$ cat src/rtl/hcsr04_pkg.sv
// Shared HC-SR04 types and constants, imported by both the emulator and the controller.
// Holds the emulator state encoding, the valid distance range and the common counter width.
package hcsr04_pkg;

    typedef enum logic [2:0] {
        ST_IDLE,
        ST_TRIG,
        ST_BURST,
        ST_ECHO,
        ST_HOLD
    } hcsr04_emu_state_t;

    localparam int unsigned DIST_MIN_MM  = 20;
    localparam int unsigned DIST_MAX_MM  = 4000;
    localparam int unsigned HCSR04_CNT_W = 22;

    typedef logic [HCSR04_CNT_W-1:0] hcsr04_cnt_t;

    function automatic logic dist_in_range(input logic [11:0] mm);
        return (mm >= 12'(DIST_MIN_MM)) && (mm <= 12'(DIST_MAX_MM));
    endfunction

endpackage

$ cat src/rtl/hcsr04_sync_edge.sv
// 2-FF synchroniser for an asynchronous level, with registered rise/fall pulses.
// Latency: pulses fire one cycle after the synchronised level changes.
// Backpressure: none; free-running, one pulse per synchronised edge.
module hcsr04_sync_edge (
    input  logic clk_i,
    input  logic rst_i,
    input  logic d_i,
    output logic rise_o,
    output logic fall_o
);

    // [1:0] is the synchroniser; [2] is the previous synchronised value.
    logic [2:0] sync_q;
    logic       rise_q;
    logic       fall_q;

    always_ff @(posedge clk_i) begin
        if (!rst_i) begin
            sync_q <= '0;
            rise_q <= 1'b0;
            fall_q <= 1'b0;
        end else begin
            sync_q <= {sync_q[1:0], d_i};
            rise_q <= sync_q[1] & ~sync_q[2];
            fall_q <= ~sync_q[1] & sync_q[2];
        end
    end

    assign rise_o = rise_q;
    assign fall_o = fall_q;

endmodule

$ cat src/rtl/hcsr04_emulator.sv
// HC-SR04 responder: trig in, echo pulse of distance*CYC_PER_MM cycles (or TIMEOUT_CYC) out.
// Latency: echo rises BURST_DLY_CYC cycles after the synchronised trig falls.
// Backpressure: none; trig is ignored while busy. Short-trig rejection: HCSR04_EMU_TRIG_CHECK_EN.
module hcsr04_emulator
    import hcsr04_pkg::*;
#(
`ifdef HCSR04_EMU_TRIG_CHECK_EN
    parameter int unsigned TRIG_MIN_CYC  = 1000,
`endif
    parameter int unsigned CYC_PER_MM    = 583,
    parameter int unsigned BURST_DLY_CYC = 20000,
    parameter int unsigned TIMEOUT_CYC   = 3800000,
    parameter int unsigned HOLDOFF_CYC   = 1000000
) (
    input  logic        clk_i,
    input  logic        rst_i,
    input  logic        trig_i,
    input  logic [11:0] distance_i,
    output logic        echo_o,
    output logic        busy_o,
    output logic        trig_err_o
);

    localparam hcsr04_cnt_t CNT_ONE   = hcsr04_cnt_t'(1);
    localparam hcsr04_cnt_t BURST_LD  = hcsr04_cnt_t'(2);
    localparam hcsr04_cnt_t BURST_END = hcsr04_cnt_t'(BURST_DLY_CYC - 1);
    localparam hcsr04_cnt_t SUB_END   = hcsr04_cnt_t'(CYC_PER_MM - 1);
    localparam hcsr04_cnt_t TOUT_END  = hcsr04_cnt_t'(TIMEOUT_CYC - 1);
    localparam hcsr04_cnt_t HOLD_END  = hcsr04_cnt_t'(HOLDOFF_CYC - 1);

    logic trig_rise;
    logic trig_fall;

    hcsr04_sync_edge u_sync (
        .clk_i  (clk_i),
        .rst_i  (rst_i),
        .d_i    (trig_i),
        .rise_o (trig_rise),
        .fall_o (trig_fall)
    );

    hcsr04_emu_state_t state_q, state_d;
    hcsr04_cnt_t       cnt_q, cnt_d;
    logic [11:0]       mm_q, mm_d;
    logic              rng_q, rng_d;
    logic              echo_q, echo_d;
`ifdef HCSR04_EMU_TRIG_CHECK_EN
    logic              trig_err_q, trig_err_d;
`endif

    always_ff @(posedge clk_i) begin
        if (!rst_i) begin
            state_q    <= ST_IDLE;
            cnt_q      <= '0;
            mm_q       <= '0;
            rng_q      <= 1'b0;
            echo_q     <= 1'b0;
`ifdef HCSR04_EMU_TRIG_CHECK_EN
            trig_err_q <= 1'b0;
`endif
        end else begin
            state_q    <= state_d;
            cnt_q      <= cnt_d;
            mm_q       <= mm_d;
            rng_q      <= rng_d;
            echo_q     <= echo_d;
`ifdef HCSR04_EMU_TRIG_CHECK_EN
            trig_err_q <= trig_err_d;
`endif
        end
    end

    always_comb begin
        state_d    = state_q;
        cnt_d      = cnt_q;
        mm_d       = mm_q;
        rng_d      = rng_q;
        echo_d     = echo_q;
`ifdef HCSR04_EMU_TRIG_CHECK_EN
        trig_err_d = 1'b0;
`endif
        unique case (state_q)
            ST_IDLE: begin
                if (trig_rise) begin
                    state_d = ST_TRIG;
`ifdef HCSR04_EMU_TRIG_CHECK_EN
                    cnt_d   = CNT_ONE;
`endif
                end
            end
            ST_TRIG: begin
                if (trig_fall) begin
                    // Fall pulse trails the synchronised level by one cycle, so BURST starts at 2.
                    state_d = ST_BURST;
                    cnt_d   = BURST_LD;
                    mm_d    = distance_i;
                    rng_d   = dist_in_range(distance_i);
`ifdef HCSR04_EMU_TRIG_CHECK_EN
                    if (cnt_q < hcsr04_cnt_t'(TRIG_MIN_CYC)) begin
                        state_d    = ST_IDLE;
                        trig_err_d = 1'b1;
                    end
                end else if (cnt_q != '1) begin
                    cnt_d = cnt_q + CNT_ONE;
`endif
                end
            end
            ST_BURST: begin
                if (cnt_q == BURST_END) begin
                    state_d = ST_ECHO;
                    cnt_d   = '0;
                    echo_d  = 1'b1;
                end else begin
                    cnt_d = cnt_q + CNT_ONE;
                end
            end
            ST_ECHO: begin
                // In range, cnt_q is the per-mm sub-counter; otherwise it counts the timeout.
                if (rng_q) begin
                    if (cnt_q == SUB_END) begin
                        cnt_d = '0;
                        mm_d  = mm_q - 12'd1;
                        if (mm_q == 12'd1) begin
                            state_d = ST_HOLD;
                            echo_d  = 1'b0;
                        end
                    end else begin
                        cnt_d = cnt_q + CNT_ONE;
                    end
                end else if (cnt_q == TOUT_END) begin
                    state_d = ST_HOLD;
                    cnt_d   = '0;
                    echo_d  = 1'b0;
                end else begin
                    cnt_d = cnt_q + CNT_ONE;
                end
            end
            ST_HOLD: begin
                if (cnt_q == HOLD_END) begin
                    state_d = ST_IDLE;
                    cnt_d   = '0;
                end else begin
                    cnt_d = cnt_q + CNT_ONE;
                end
            end
            default: begin
                state_d = ST_IDLE;
                cnt_d   = '0;
                echo_d  = 1'b0;
            end
        endcase
    end

    assign echo_o = echo_q;
    assign busy_o = (state_q != ST_IDLE);
`ifdef HCSR04_EMU_TRIG_CHECK_EN
    assign trig_err_o = trig_err_q;
`else
    assign trig_err_o = 1'b0;
`endif

endmodule

$ cat config.mk
export PLATFORM = sky130hd
export DESIGN_NAME = hcsr04_emulator
export DESIGN_NICKNAME = d
export VERILOG_FILES = /design/src/rtl/hcsr04_pkg.sv /design/src/rtl/hcsr04_sync_edge.sv /design/src/rtl/hcsr04_emulator.sv
export SDC_FILE = /design/constraint.sdc
export NUM_CORES = 1
export LEC_CHECK = 0
export ABC_CLOCK_PERIOD_IN_PS = 2700
export BUFFER_PORTS_ARGS = -buffer_cell sky130_fd_sc_hd__buf_2
export CAP_MARGIN = 40
export CORE_ASPECT_RATIO = 0.6
export CORE_UTILIZATION = 55
export DETAILED_ROUTE_END_ITERATION = 8
export PLACE_DENSITY = 0.84
export SETUP_SLACK_MARGIN = 0.5
export SYNTH_ARGS = -nofsm -noshare
export SYNTH_HDL_FRONTEND = slang
export SYNTH_SLANG_ARGS = --single-unit
$ cat constraint.sdc
create_clock -name clk_i -period 2.7 [get_ports clk_i]
set_input_delay 0.54 -clock clk_i [delete_from_list [all_inputs] [get_ports clk_i]]
set_output_delay 0.54 -clock clk_i [all_outputs]
set_load 0.005 [all_outputs]
# Word level (Yosys, flattened, before mapping)
# Cells that the tools add are included.
[word_totals] output_inout_bits=3 in_bits=15 regBits=44
[classes] bitwise_logic=6 addsub=2 magnitude_cmp=2 eq_ne=18 n_reduce_logical=10 muxes=26
[op_table] cell="22-bit 2-to-1 mux" count=6
[op_table] cell="22-bit case mux with 5 select lines" count=1
[op_table] cell="12-bit 2-to-1 mux" count=3
[op_table] cell="3-bit 2-to-1 mux" count=8
[op_table] cell="12-bit case mux with 2 select lines" count=1
[op_table] cell="22-bit by 1-bit adder with 22-bit output (second input constant)" count=1
[op_table] cell="22-bit by 10-bit == test with 1-bit output (second input constant)" count=1
[op_table] cell="22-bit by 15-bit == test with 1-bit output (second input constant)" count=1
[op_table] cell="22-bit by 20-bit == test with 1-bit output (second input constant)" count=1
[op_table] cell="22-bit == test (second input constant)" count=1
[op_table] cell="3-bit case mux with 5 select lines" count=1
[op_table] cell="12-bit by 1-bit == test with 1-bit output (second input constant)" count=1
[op_table] cell="12-bit by 5-bit greater-or-equal comparator with 1-bit output (second input constant)" count=1
[op_table] cell="12-bit less-or-equal comparator (second input constant)" count=1
[op_table] cell="12-bit by 1-bit subtractor with 12-bit output (second input constant)" count=1
[op_table] cell="3-bit != test (second input constant)" count=3
[op_table] cell="2-bit != test (second input constant)" count=4
[op_table] cell="7-bit AND reduction" count=1
[op_table] cell="3-bit by 2-bit == test with 1-bit output (second input constant)" count=2
[op_table] cell="1-bit 2-to-1 mux" count=5
[op_table] cell="5-bit AND reduction" count=1
[op_table] cell="2-bit by 1-bit != test with 1-bit output (second input constant)" count=2
[op_table] cell="1-bit inverter" count=4
[op_table] cell="2-bit AND reduction" count=2
[op_table] cell="10 further kinds" count=11

# Logic depth before layout (Yosys ltp)
[logic_depth] word_depth=5 ltp_mapped=10 depth_no_buf=8

# Cells and area by module
# Synthesis repeated with hierarchy kept, for this count alone.
[unflattened] hier_cells=320 area_unflattened_um2=2577.5
[by_module_without_submodules] mod="hcsr04_emulator" cells_per_inst=310 seq_area_each_um2=780.7 area_per_inst_um2=2437.3 instances=1
[by_module_without_submodules] mod="hcsr04_sync_edge" cells_per_inst=10 seq_area_each_um2=100.1 area_per_inst_um2=140.1 instances=1

# Worst setup path before layout
# No wires, ideal clock.
[synth_timing] path_type="register -> register" startpoint="register cnt_q[16]" endpoint="register mm_q[2]" arrival_ns=2.090 path_stages_with_launch=9 required_time_ns=2.569 synth_period_minus_slack_ns=2.221 setup_time_ns=0.131 n_path_buf=2 path_slack_ns=0.479 cell_sequence="dfxtp_1 > or4_4 > nor4_4 > a31oi_1 > or3b_1 > buf_2 > buf_6 > o211ai_1 > o31ai_1"
[synth_via] elab_chain_cells=3
[synth_rtl] item="from (decl)" line="hcsr04_emulator.sv:43" source="hcsr04_cnt_t cnt_q, cnt_d;"
[synth_rtl] item="from (signal assigned)" line="hcsr04_emulator.sv:63" source="cnt_q <= cnt_d;"
[synth_rtl] item="22-bit by 10-bit == test with 1-bit output" line="hcsr04_emulator.sv:120" source="if (cnt_q == SUB_END) begin"
[synth_rtl] item="2-bit != test (no source line)"
[synth_rtl] item="4-bit AND reduction (no source line)"
[synth_rtl] item="to (signal assigned)" line="hcsr04_emulator.sv:64" source="mm_q <= mm_d;"
[synth_rtl] item="to (decl)" line="hcsr04_emulator.sv:44" source="logic [11:0] mm_q, mm_d;"
# Every way passes these cells.
# A chain may end at the register's enable or synchronous reset.

# Final worst setup path
[layout_timing] startpoint="register cnt_q[20]" endpoint="register cnt_q[7]"
[layout_via] elab_chain_cells=4 elab_cells_between_ends=10 classes_between="eq/ne: 4; mux: 6"
[layout_rtl] item="22-bit == test or 22-bit by 10-bit == test with 1-bit output (tied branches)" line="hcsr04_emulator.sv:130, hcsr04_emulator.sv:120"
[layout_rtl] item="22-bit 2-to-1 mux (on tied branches)" line="hcsr04_emulator.sv:130, hcsr04_emulator.sv:120"
[layout_rtl] item="22-bit 2-to-1 mux" line="hcsr04_emulator.sv:119" source="if (rng_q) begin"
[layout_rtl] item="22-bit case mux with 5 select lines (*)" line="hcsr04_emulator.sv:82" source="unique case (state_q)"
# Every way passes the cells marked *; elsewhere a longest branch is shown, timed or not.

==> flow_metrics.py <==
metrics = {
    "yosys": {
        "syn_area_um2": 2625,
        "synth.distinct_cells": 57,
        "synth_edf_count": 0,
        "ys.flop_type": "dfxtp_1",
        "async_flop_share_pct": 0,
        "yosysWarnings": 0,
        "yosys.area.top_type_share_pct": 33.56,
        "ys_seq_elements": 44,
        "synth_largest_area_cell": "dfxtp_1",
        "postSynthNetCount": 368,
        "synth_cells": 349,
        "synthTopCellsByCount": "51 x nand2_1, 44 x dfxtp_1, 30 x nor2_1",
        "synth_sequential_area_ratio_pct": 33.56,
        "synth.most_common_cell": "nand2_1",
        "avgSynthCellArea_um2": 7.522,
        "dominant_cells_by_area_after_synthesis": "dfxtp_1 34%, nand2_1 7.3%, nor2_1 4.3%, a31oi_1 3.3%, nand4_1 3.1%",
    },
    "global_route": {
        "first_pass_grt_wire_length_um": 10920,
        "globalRoute.totalOverflow": 0,
        "grt_antenna_before_repair": 0,
        "grt_start_max_net_pins": 30,
        "number_of_global_route_vias_before_repair": 2387,
        "grtUsageTotal_pct": 26.96,
    },
    "worst_setup_path": {
        "crit_buf_inv": 1,
        "timing.critical_path.cells": "or3_4, nor4_4, a41oi_2, a211o_4, buf_8, a31oi_1, mux2i_1",
        "crit_path_max_delay_cell_type": "a211o_4",
        "worst_path_dominant_cell_family": "simple AND/OR/NAND/NOR gates",
        "worst-endpoint-required_ns": 2.88,
        "r2r_setup_slack_ns": 0.44,
        "worstPathMaxFanout": 5,
        "worstSetupEndpointType": "register",
        "slowest_delay_ns": 0.42,
        "r2r.worst_path.cells": 7,
        "critical_path_arrival_ns": 2.44,
        "r2r-start": "cnt_q[20]",
        "setup.worst_path.start_class": "register",
        "worst_setup_path_startpoint": "cnt_q[20]",
        "worstSetupPathDepth": 7,
        "r2r-end": "cnt_q[7]",
        "setup.worst_path.end": "cnt_q[7]",
        "critical_path_class": "register to register",
    },
    "power": {
        "cellLeakagePower_nw": 1.104,
        "ir_worst_vdd_v": 0.0003938,
        "cellInternalPower_mw": 1.130,
        "net-switching-power_uw": 501.6,
        "pwr_density_cell_nw_per_um2": 520.7,
        "share_clk_of_total_power_pct": 31.0,
        "power.switching_fraction_pct": 30.73,
        "share_comb_of_total_power_pct": 25.6,
        "power.share.sequential_pct": 43.4,
    },
    "clocking": {
        "cts_hold_repair.buffers": 0,
        "cts_tree": "built",
        "h-tree-depth": 2,
        "worst_setup_hold_path_clk_slew_ns": 0.08,
        "root_buffer": "clkbuf_8",
        "tritoncts_num_sinks": 44,
        "worst_skew_pair.late_latency_ns": 0.30,
        "tritoncts_buffer_count": 5,
        "cts.path.max_buffers": 2,
    },
    "sta": {
        "hold_viol": 0,
        "fin_worst_skew_ns": 0.005709,
        "max_fclk_mhz": 442.2,
        "period_needed_ns": 2.262,
        "maxSlewHeadroom_pct": 32.90,
        "timing_worst_slew_pin_value_ns": 1.007,
        "setup_viol": 0,
        "rsz0062_at_grt": "yes",
        "layout_worst_path_cycle_share_pct": 83.76,
        "finalSetupTns_ns": 0,
        "final_number_of_max_transition_violations": 0,
    },
    "finish": {
        "post_route_cells_drive_above_1_share_pct": 21.37,
        "num_antenna_cells": 0,
        "areaGrowthSynthToFinish_pct": 19.40,
        "post-route-util_pct": 68.31,
        "design.final.nets": 383,
    },
    "detailed_routing": {
        "remaining_drc_errors": 0,
        "routed_via_density": 6.619,
        "detail_route.first_pass.iterations": 8,
        "totalWireLength_um": 7520,
        "ant_nets": 0,
        "drtIter0Drc": 485,
        "routed_length_per_placed_instance_um": 17.57,
        "vias": 2833,
    },
    "floorplanning": {
        "design.core.area_um2": 4588,
        "floorplan.die.width_um": 91.19,
        "die_area_um2": 5062,
        "num_rows": 19,
        "dieHeight_um": 55.52,
        "initial_utilization_pct": 57.21,
        "ioPinCount": 18,
    },
    "placed_design": {
        "dp_hpwl_um": 4573,
        "port_buffers": 16,
        "place.gp.congestion": 0.9084,
    },
    "run_status": {
        "outcome": "complete, no violations",
    },
    "hold_path": {
        "holdCritPathClass": "register to register",
    },
    "flow_run": {
        "max_cap_violation_count": 0,
    },
}
## cell families (layout without fill, tap and decap cells)
family | count (synthesis) | count (layout) | share of synthesized area, %
AO/OA/AOI/OAI | 80 | 80 | 20.02
XOR/XNOR | 3 | 3 | 1.001
AND/OR/NAND/NOR | 172 | 172 | 34.27
buffers and inverters | 39 | 55 | 6.816
multiplexers | 6 | 6 | 2.288
adder cells (fa/ha/maj) | 4 | 4 | 1.907
flip-flops | 44 | 44 | 33.56
other | 1 | 1 | 0.1429
## placed cells by master, fill, tap and decap left out, types with 12 or more instances in the layout
cell	n
o21ai_0	13
nor3_1	12
nand3_1	14
buf_2	16
nand4_1	13
buf_4	12
dfxtp_1	35
a21oi_1	12
nand2_1	50
inv_1	14
nor2_1	30
## worst min-delay path by stage
stage / start / cells after the start / slack [ns] / to
floorplan: u_sync.sync_q[1] / 1 / 0.38 / u_sync.fall_o
global placement: u_sync.sync_q[2] / 1 / 0.40 / u_sync.rise_o
detailed placement: u_sync.sync_q[1] / 1 / 0.39 / u_sync.fall_o
CTS: u_sync.sync_q[1] / 1 / 0.40 / u_sync.fall_o
global route: u_sync.sync_q[1] / 1 / 0.43 / u_sync.fall_o
finish: u_sync.sync_q[1] / 1 / 0.40 / u_sync.fall_o
## layout make-up
| cell class | count | area [um2] |
|---|---|---|
| fillers | 348 | 1454 |
| repair buffers | 33 | 266.5 |
| inverters | 14 | 52.55 |
| multi-input cells | 266 | 1727 |
| well taps | 63 | 78.83 |
| clock inverters | 2 | 35.03 |
| flip-flops and latches | 44 | 902.1 |
| clock buffers | 6 | 72.57 |
## worst reg2reg max path: cells and delay by family (launching register included)
| family | cells | cell delay (ns) |
|---|---|---|
| and+or+nand+nor | 2 | 0.75 |
| muxes | 1 | 0.10 |
| AOI/OAI and AO/OA | 3 | 0.76 |
| buffers and inverters | 1 | 0.17 |
| DFF | 1 | 0.36 |
## flip-flops by register name, indices dropped and copies added (netlist names)
signal	flops
u_sync.fall_o	1
state_q	3
cnt_q	22
echo_o	1
rng_q	1
u_sync.sync_q	3
mm_q	12
u_sync.rise_o	1
## metal layers
layer / GRT usage (%) / share of wire, %
met1: 39.69 / 45
met3: 5.923 / 11
met2: 37.55 / 42
met5: 0 / 0
met4: 11.79 / 2.9
## repair_timing
| action | CTS | global route |
|---|---|---|
| gates resized for setup | 14 | 36 |
| pin swaps | 5 | 12 |
| cloned | 0 | 2 |
| setup buffers | 3 | 4 |
| endpoints found under the setup margin | 33 | 37 |
## power by group through the flow
stage / combinational (mW) / sequential (mW) / clock (mW)
floorplan: 0.214 / 0.702 / 0
global placement: 0.268 / 0.721 / 0
detailed placement: 0.274 / 0.723 / 0
CTS: 0.294 / 0.707 / 0.510
global route: 0.433 / 0.713 / 0.535
finish: 0.418 / 0.709 / 0.505
## stage by stage
step                      setup WS [ns]  power, mW  cells  hold WS, ns  instance area [um2]
final                            0.4384      1.632    428       0.4038                 3134
after global routing             0.3528      1.681    428       0.4283                 3134
after CTS                        0.4488      1.510    422       0.4045                 2903
after detailed placement         0.1963     0.9967    411       0.3909                 2719
after global placement           0.3029     0.9892    411       0.3966                 2719
after floorplan                  0.5294     0.9162    349       0.3816                 2626
Power figures use the tool's default switching activity.
